<file path="src/rtl/cpu_ctrl_pkg.sv">
// Shared types and constants for the multi-cycle LEGv8 control unit.
// Holds the FSM state codes, trap causes, instruction classes and opcode patterns.
package cpu_ctrl_pkg;

  typedef enum logic [2:0] {
    S_FETCH   = 3'd0,
    S_DECODE  = 3'd1,
    S_EXECUTE = 3'd2,
    S_MEM     = 3'd3,
    S_WB      = 3'd4,
    S_HALT    = 3'd5,
    S_TRAP    = 3'd6
  } state_e;

  typedef enum logic [3:0] {
    C_LOAD, C_STORE, C_RTYPE, C_ITYPE, C_CBZ, C_CBNZ, C_BR, C_HLT, C_ILL
  } iclass_e;

  localparam logic [1:0] TC_NONE  = 2'b00;
  localparam logic [1:0] TC_ILL   = 2'b01;
  localparam logic [1:0] TC_MEMTO = 2'b10;

  localparam logic [1:0] ALU_MEM = 2'b00;
  localparam logic [1:0] ALU_BR  = 2'b01;
  localparam logic [1:0] ALU_R   = 2'b10;

  localparam logic [1:0] SRC_REG = 2'b00;
  localparam logic [1:0] SRC_OFS = 2'b01;
  localparam logic [1:0] SRC_IMM = 2'b10;

  // Full opcodes, and leading-bit prefixes for the wildcarded formats.
  localparam logic [10:0] OP_LDUR = 11'b11111000010;
  localparam logic [10:0] OP_STUR = 11'b11111000000;
  localparam logic [10:0] OP_ADD  = 11'b10001011000;
  localparam logic [10:0] OP_SUB  = 11'b11001011000;
  localparam logic [10:0] OP_AND  = 11'b10001010000;
  localparam logic [10:0] OP_ORR  = 11'b10101010000;
  localparam logic [10:0] OP_HALT = 11'b11111111111;
  localparam logic [9:0]  OP_ADDI = 10'b1001000100;
  localparam logic [7:0]  OP_CBZ  = 8'b10110100;
  localparam logic [7:0]  OP_CBNZ = 8'b10110101;
  localparam logic [5:0]  OP_B    = 6'b000101;

endpackage

</file>
<file path="src/rtl/cpu_ctrl_decode.sv">
// Combinational opcode classifier; anything unmatched is C_ILL with zero controls.
// ADDI is only recognised when CPU_CONTROL_MC_IMM_ALU_EN is defined.
module cpu_ctrl_decode
  import cpu_ctrl_pkg::*;
(
  input  logic [10:0] i_op,
  output iclass_e     o_cls,
  output logic        o_reg2loc,
  output logic        o_memtoreg,
  output logic [1:0]  o_aluop,
  output logic [1:0]  o_alusrc
);

  always_comb begin
    o_cls      = C_ILL;
    o_reg2loc  = 1'b0;
    o_memtoreg = 1'b0;
    o_aluop    = ALU_MEM;
    o_alusrc   = SRC_REG;
    if (i_op == OP_LDUR) begin
      o_cls = C_LOAD; o_alusrc = SRC_OFS; o_memtoreg = 1'b1;
    end else if (i_op == OP_STUR) begin
      o_cls = C_STORE; o_alusrc = SRC_OFS; o_reg2loc = 1'b1;
    end else if (i_op == OP_ADD || i_op == OP_SUB || i_op == OP_AND || i_op == OP_ORR) begin
      o_cls = C_RTYPE; o_aluop = ALU_R;
`ifdef CPU_CONTROL_MC_IMM_ALU_EN
    end else if (i_op[10:1] == OP_ADDI) begin
      o_cls = C_ITYPE; o_aluop = ALU_R; o_alusrc = SRC_IMM;
`endif
    end else if (i_op[10:3] == OP_CBZ) begin
      o_cls = C_CBZ; o_aluop = ALU_BR; o_reg2loc = 1'b1;
    end else if (i_op[10:3] == OP_CBNZ) begin
      o_cls = C_CBNZ; o_aluop = ALU_BR; o_reg2loc = 1'b1;
    end else if (i_op[10:5] == OP_B) begin
      o_cls = C_BR;
    end else if (i_op == OP_HALT) begin
      o_cls = C_HLT;
    end
  end

endmodule

</file>
<file path="src/rtl/cpu_control_mc.sv">
// Multi-cycle control FSM with memory-wait timeout, sticky halt/trap and retire counter.
// Optional ADDI support: define CPU_CONTROL_MC_IMM_ALU_EN.
module cpu_control_mc
  import cpu_ctrl_pkg::*;
#(
  parameter int MEM_TIMEOUT = 8,
  parameter int CNT_W       = 32
) (
  input  logic             clk,
  input  logic             reset,
  input  logic [10:0]      inst31_21,
  input  logic             zero,
  input  logic             mem_ready,
  output logic             Reg2Loc,
  output logic             Branch,
  output logic             BranchZero,
  output logic             BranchNonZero,
  output logic             MemRead,
  output logic             MemtoReg,
  output logic             MemWrite,
  output logic             RegWrite,
  output logic [1:0]       ALUOp,
  output logic [1:0]       ALUSrc,
  output logic             PCWrite,
  output logic             IRWrite,
  output logic             halted,
  output logic             trap,
  output logic [1:0]       trap_cause,
  output logic [CNT_W-1:0] instr_count,
  output logic [2:0]       state
);

  state_e           r_state, w_next;
  iclass_e          r_cls, w_dec_cls;
  logic             r_reg2loc, r_memtoreg, w_dec_reg2loc, w_dec_memtoreg;
  logic [1:0]       r_aluop, r_alusrc, w_dec_aluop, w_dec_alusrc;
  logic [1:0]       r_cause;
  logic [CNT_W-1:0] r_cnt;
  logic [7:0]       r_wait;
  logic             w_last, w_retire, w_trap_ill, w_trap_to;
  logic             w_mr, w_mw, w_rw, w_pw, w_iw, w_b, w_bz, w_bnz;

  cpu_ctrl_decode u_dec (
    .i_op      (inst31_21),
    .o_cls     (w_dec_cls),
    .o_reg2loc (w_dec_reg2loc),
    .o_memtoreg(w_dec_memtoreg),
    .o_aluop   (w_dec_aluop),
    .o_alusrc  (w_dec_alusrc)
  );

  // Final allowed wait cycle; a ready seen here still completes the access.
  assign w_last = (r_wait == 8'(MEM_TIMEOUT - 1));

  always_comb begin
    w_next = r_state;
    w_retire = 1'b0; w_trap_ill = 1'b0; w_trap_to = 1'b0;
    w_mr = 1'b0; w_mw = 1'b0; w_rw = 1'b0; w_pw = 1'b0;
    w_iw = 1'b0; w_b = 1'b0; w_bz = 1'b0; w_bnz = 1'b0;
    case (r_state)
      S_FETCH: begin
        w_mr = 1'b1;
        if (mem_ready) begin
          w_iw = 1'b1; w_pw = 1'b1; w_next = S_DECODE;
        end else if (w_last) begin
          w_trap_to = 1'b1; w_next = S_TRAP;
        end
      end
      S_DECODE: begin
        if (w_dec_cls == C_ILL) begin
          w_trap_ill = 1'b1; w_next = S_TRAP;
        end else begin
          w_next = S_EXECUTE;
        end
      end
      S_EXECUTE: begin
        case (r_cls)
          C_RTYPE, C_ITYPE: w_next = S_WB;
          C_LOAD, C_STORE:  w_next = S_MEM;
          C_CBZ:  begin w_bz  = 1'b1; w_pw = zero;  w_retire = 1'b1; w_next = S_FETCH; end
          C_CBNZ: begin w_bnz = 1'b1; w_pw = ~zero; w_retire = 1'b1; w_next = S_FETCH; end
          C_BR:   begin w_b   = 1'b1; w_pw = 1'b1;  w_retire = 1'b1; w_next = S_FETCH; end
          C_HLT:  begin w_retire = 1'b1; w_next = S_HALT; end
          default: begin w_trap_ill = 1'b1; w_next = S_TRAP; end
        endcase
      end
      S_MEM: begin
        w_mw = (r_cls == C_STORE);
        w_mr = (r_cls != C_STORE);
        if (mem_ready) begin
          w_retire = (r_cls == C_STORE);
          w_next   = (r_cls == C_STORE) ? S_FETCH : S_WB;
        end else if (w_last) begin
          w_trap_to = 1'b1; w_next = S_TRAP;
        end
      end
      S_WB: begin
        w_rw = 1'b1; w_retire = 1'b1; w_next = S_FETCH;
      end
      S_HALT, S_TRAP: w_next = r_state;
      default: w_next = S_FETCH;
    endcase
  end

  always_ff @(posedge clk) begin
    if (reset) begin
      r_state    <= S_FETCH;
      r_cls      <= C_ILL;
      r_reg2loc  <= 1'b0;
      r_memtoreg <= 1'b0;
      r_aluop    <= ALU_MEM;
      r_alusrc   <= SRC_REG;
      r_cause    <= TC_NONE;
      r_cnt      <= '0;
      r_wait     <= '0;
    end else begin
      r_state <= w_next;
      if (r_state == S_DECODE) begin
        r_cls      <= w_dec_cls;
        r_reg2loc  <= w_dec_reg2loc;
        r_memtoreg <= w_dec_memtoreg;
        r_aluop    <= w_dec_aluop;
        r_alusrc   <= w_dec_alusrc;
      end
      if (w_trap_ill) r_cause <= TC_ILL;
      if (w_trap_to)  r_cause <= TC_MEMTO;
      if (w_retire)   r_cnt   <= r_cnt + CNT_W'(1);
      if (w_next != r_state)
        r_wait <= '0;
      else if (r_state == S_FETCH || r_state == S_MEM)
        r_wait <= r_wait + 8'd1;
    end
  end

  // 1-bit outputs read as 0 while reset is held, whatever state is registered.
  assign MemRead       = w_mr  & ~reset;
  assign MemWrite      = w_mw  & ~reset;
  assign RegWrite      = w_rw  & ~reset;
  assign PCWrite       = w_pw  & ~reset;
  assign IRWrite       = w_iw  & ~reset;
  assign Branch        = w_b   & ~reset;
  assign BranchZero    = w_bz  & ~reset;
  assign BranchNonZero = w_bnz & ~reset;
  assign halted        = (r_state == S_HALT) & ~reset;
  assign trap          = (r_state == S_TRAP) & ~reset;
  assign Reg2Loc       = r_reg2loc  & ~reset;
  assign MemtoReg      = r_memtoreg & ~reset;
  assign ALUOp         = r_aluop;
  assign ALUSrc        = r_alusrc;
  assign trap_cause    = r_cause;
  assign instr_count   = r_cnt;
  assign state         = r_state;

endmodule
</file>
<file path="config.mk">
export PLATFORM = sky130hd
export DESIGN_NAME = cpu_control_mc
export DESIGN_NICKNAME = d
export VERILOG_FILES = /design/src/rtl/cpu_ctrl_pkg.sv /design/src/rtl/cpu_ctrl_decode.sv /design/src/rtl/cpu_control_mc.sv
export SDC_FILE = /design/constraint.sdc
export NUM_CORES = 1
export LEC_CHECK = 0
export ABC_AREA = 1
export CAP_MARGIN = 5
export CORE_MARGIN = 2
export CORE_UTILIZATION = 35
export CTS_CLUSTER_SIZE = 10
export DETAILED_ROUTE_END_ITERATION = 7
export GPL_TIMING_DRIVEN = 0
export PLACE_DENSITY_LB_ADDON = 0.2
export SKIP_LAST_GASP = 1
export SYNTH_ARGS = -nofsm -noshare
export SYNTH_HDL_FRONTEND = slang
export SYNTH_HIERARCHICAL = 1
export SYNTH_SLANG_ARGS = --single-unit
</file>
<file path="constraint.sdc">
create_clock -name clk -period 4.1 [get_ports clk]
set_input_delay 0.82 -clock clk [delete_from_list [all_inputs] [get_ports clk]]
set_output_delay 0.82 -clock clk [all_outputs]
set_load 0.01 [all_outputs]
</file>
==> flow_summary.yaml <==
synth:
  ys_seq_elements: 55
  yosysWarnings: 6
  synth.distinct_cells: 38
  syn_area_mm2: 0.00353
  synth.avg_cell_area_um2: 6.40
  yosysSeqAreaShare_pct: 31.2
  syn_nets: 568
  syn_inst: 551
sta:
  fin_skew_ns: 0.0156
  finalCriticalPeriod_ns: 3.78
  maxSlewViolCount: 0
  tightestPinTransition_ns: 0.635
  maxSlewHeadroom_pct: 57.7
  rsz0062_at_grt: "no"
  fmax_ghz: 0.264
  fin_crit_sh_pct: 92.2
  setup_viol: 0
  hold_violations: 0
  tns_ns: 0
cells_and_area:
  syn2layout_area_growth_pct: 26.3
  final_cell_mix: "nand2_1, inv_1, clkdlybuf4s50_1"
  diodes: 0
  area.sequential_mm2: 0.00110
  nets: 642
  stdcell_count: 759
  multiInputGateArea_mm2: 0.00205
  nFillCells: 1055
  final_layout_size_suffix_gt1_share_pct: 10.5
  final_common_cell: "nand2_1"
global_route:
  grt_max_degree: 19
  antenna_found_initial: 0
  grt.overflow.total: 0
  grt_pass1_wl_um: 15500
  grt_pass1_vias: 3425
  track_usage_pct: 17.1
run:
  max_cap_viol_count: 0
worst_setup_path:
  r2r_slack_ns: 2.27
  r2r-end: "instr_count[18]"
  setup.worst_path.end: "MemRead"
  critPathArrivalTime_ns: 2.96
  cp.required_ns: 3.28
  critPathKind: "input pin to primary output"
  end_kind: "primary output"
  start_kind: "input pin"
  ff2ff_path_depth: 8
  cp_max_fo: 10
  crit_start: "reset"
  reg2reg_from: "instr_count[0]"
floorplan:
  die_y_um: 104
  die-width_um: 104
  placementRows: 36
  core_mm2: 0.00977
  ios: 68
  initial_core_util_pct: 36.1
  die_area_mm2: 0.0109
power:
  pwr_density_cell_mw_per_mm2: 372
  p_sw_share_pct: 40.1
  clock_power_share_pct: 18.4
  p_switching_mw: 0.664
  p_leak_nw: 1.71
  power_frac_comb_pct: 42.4
  seqPwrFrac_pct: 39.2
  irDropWorstVdd_mv: 0.272
  p_int_mw: 0.994
drt:
  route.met2.wl_um: 4240
  remaining_drc_errors: 0
  wl_met1_um: 4220
  met3WireLength_um: 435
  avgRoutedWirePerCell_um: 11.9
  routed_via_density: 4.80
  vias: 3644
  first_pass_iters: 5
  top_layer: "met4"
  ant_nets: 0
  wirelength_um: 9030
  first_iter_violations: 136
placed_design:
  place_congestion: 0.856
  dp_hpwl_um: 7210
  dpl.cell_count: 751
  port_buffers: 67
cts:
  cts.path.max_buffers: 2
  post_cts_hold_buffer_count: 0
  cts.sinks: 55
  clockRootBuffer: "clkbuf_8"
  cts_made_buffers: 5
  cts_resized: 0
  cts-htree-levels: 2
  path_clk_slew_ns: 0.10
  cts_tree: "done"
  cts_setup_buffers: 0
  insertion_delay_ns: 0.31
worst_hold_path:
  hold_class: "flip-flop to flip-flop"
  min_from: "ALUSrc[1]"
run_status:
  status: "completed"
-- layer usage --
metal	GRT usage, %	vias up
li1	-	1920
met1	21.9	1630
met2	29.7	84
met3	2.63	10
met4	4.44	0
met5	0	-
-- through the flow --
stage               power, mW  cell area, um2  hold slack (ns)  setup slack, ns  utilization [%]
floorplan                1.14            3530            0.430             1.70                -
finish                   1.66            4450            0.456            0.319             45.6
CTS                      1.68            4450            0.463            0.298             45.6
global route             1.78            4450            0.478            0.134             45.6
global placement         1.36            4360            0.438            0.300             44.6
detailed placement       1.37            4360            0.446            0.315             44.6
-- layout make-up --
class                      instances  area share [%]
inverter                          76            6.46
multi-input combinational        405            45.9
buffer                            15            2.05
timing repair buffer              67            15.1
clock inverter                     3           0.506
sequential                        55            24.7
tap                              133            3.74
clock buffer                       5            1.54
-- state kept, by name (all words and copies together), names as in the netlist --
name and cells:
r_reg2loc 1, ALUSrc 2, r_wait 8, state 3
instr_count 32, trap_cause 2, ALUOp 2, r_cls 4
r_memtoreg 1
-- power groups by stage --
| stage | clock [mW] | sequential (mW) | combinational (mW) |
|---|---|---|---|
| 4_1_cts | 0.322 | 0.650 | 0.708 |
| 3_3_place_gp | 0 | 0.661 | 0.699 |
| 5_1_grt | 0.343 | 0.660 | 0.774 |
| 3_5_place_dp | 0 | 0.663 | 0.705 |
| 6_report | 0.306 | 0.650 | 0.703 |
| 2_1_floorplan | 0 | 0.669 | 0.471 |
-- kinds of logic after synthesis --
group	after synthesis	synth area share [%]
DFF	55	31.2
and+or+nand+nor	317	43.0
other	1	0.106
adders and majority gates	2	0.710
AOI/OAI and AO/OA	69	10.2
buffers and inverters	91	10.8
xor gates and xnor gates	16	3.97
-- worst max-delay path, cell delays in order --
cell             delay, ns
clkdlybuf4s50_1       0.47
clkbuf_1              0.50
clkbuf_1              0.51
a21oi_1               0.14
clkdlybuf4s50_1       0.51
-- how the worst min path moves through the flow --
| stage | endpoint | slack (ns) | depth (start not counted) |
|---|---|---|---|
| 2_1_floorplan | r_memtoreg | 0.43 | 2 |
| 3_3_place_gp | ALUSrc[0] | 0.44 | 2 |
| 3_5_place_dp | ALUSrc[1] | 0.45 | 2 |
| 4_1_cts | ALUSrc[1] | 0.46 | 2 |
| 5_1_grt | ALUOp[1] | 0.48 | 2 |
| 6_report | ALUSrc[1] | 0.46 | 2 |
-- synthesized netlist by cell type --
master	count	area (um2)
a211oi_1	1	7.51
a21oi_1	43	215
a21oi_2	1	8.76
a31oi_1	2	12.5
and3_1	1	6.26
buf_1	1	3.75
buf_2	1	5.00
buf_4	3	22.5
buf_6	3	33.8
clkbuf_1	7	26.3
conb_1	1	3.75
dfxtp_1	55	1100
ha_1	2	25.0
inv_1	68	255
inv_2	7	26.3
inv_4	1	6.26
nand2_1	134	503
nand2_2	5	31.3
nand3_1	32	160
nand3_2	5	50.1
nand3_4	3	52.6
nand3b_1	6	45.0
nand4_1	15	93.8
nor2_1	57	214
nor2_2	24	150
nor2_4	2	22.5
nor3_1	27	135
nor3_2	1	10.0
nor3_4	1	16.3
nor3b_1	1	7.51
nor4_1	2	12.5
o21ai_0	19	95.1
o21ai_1	1	5.00
o22ai_1	1	6.26
o311a_1	1	10.0
or2_2	1	6.26
xnor2_1	6	52.6
xor2_1	10	87.6
No activity file was read; power rests on OpenSTA's default activity.
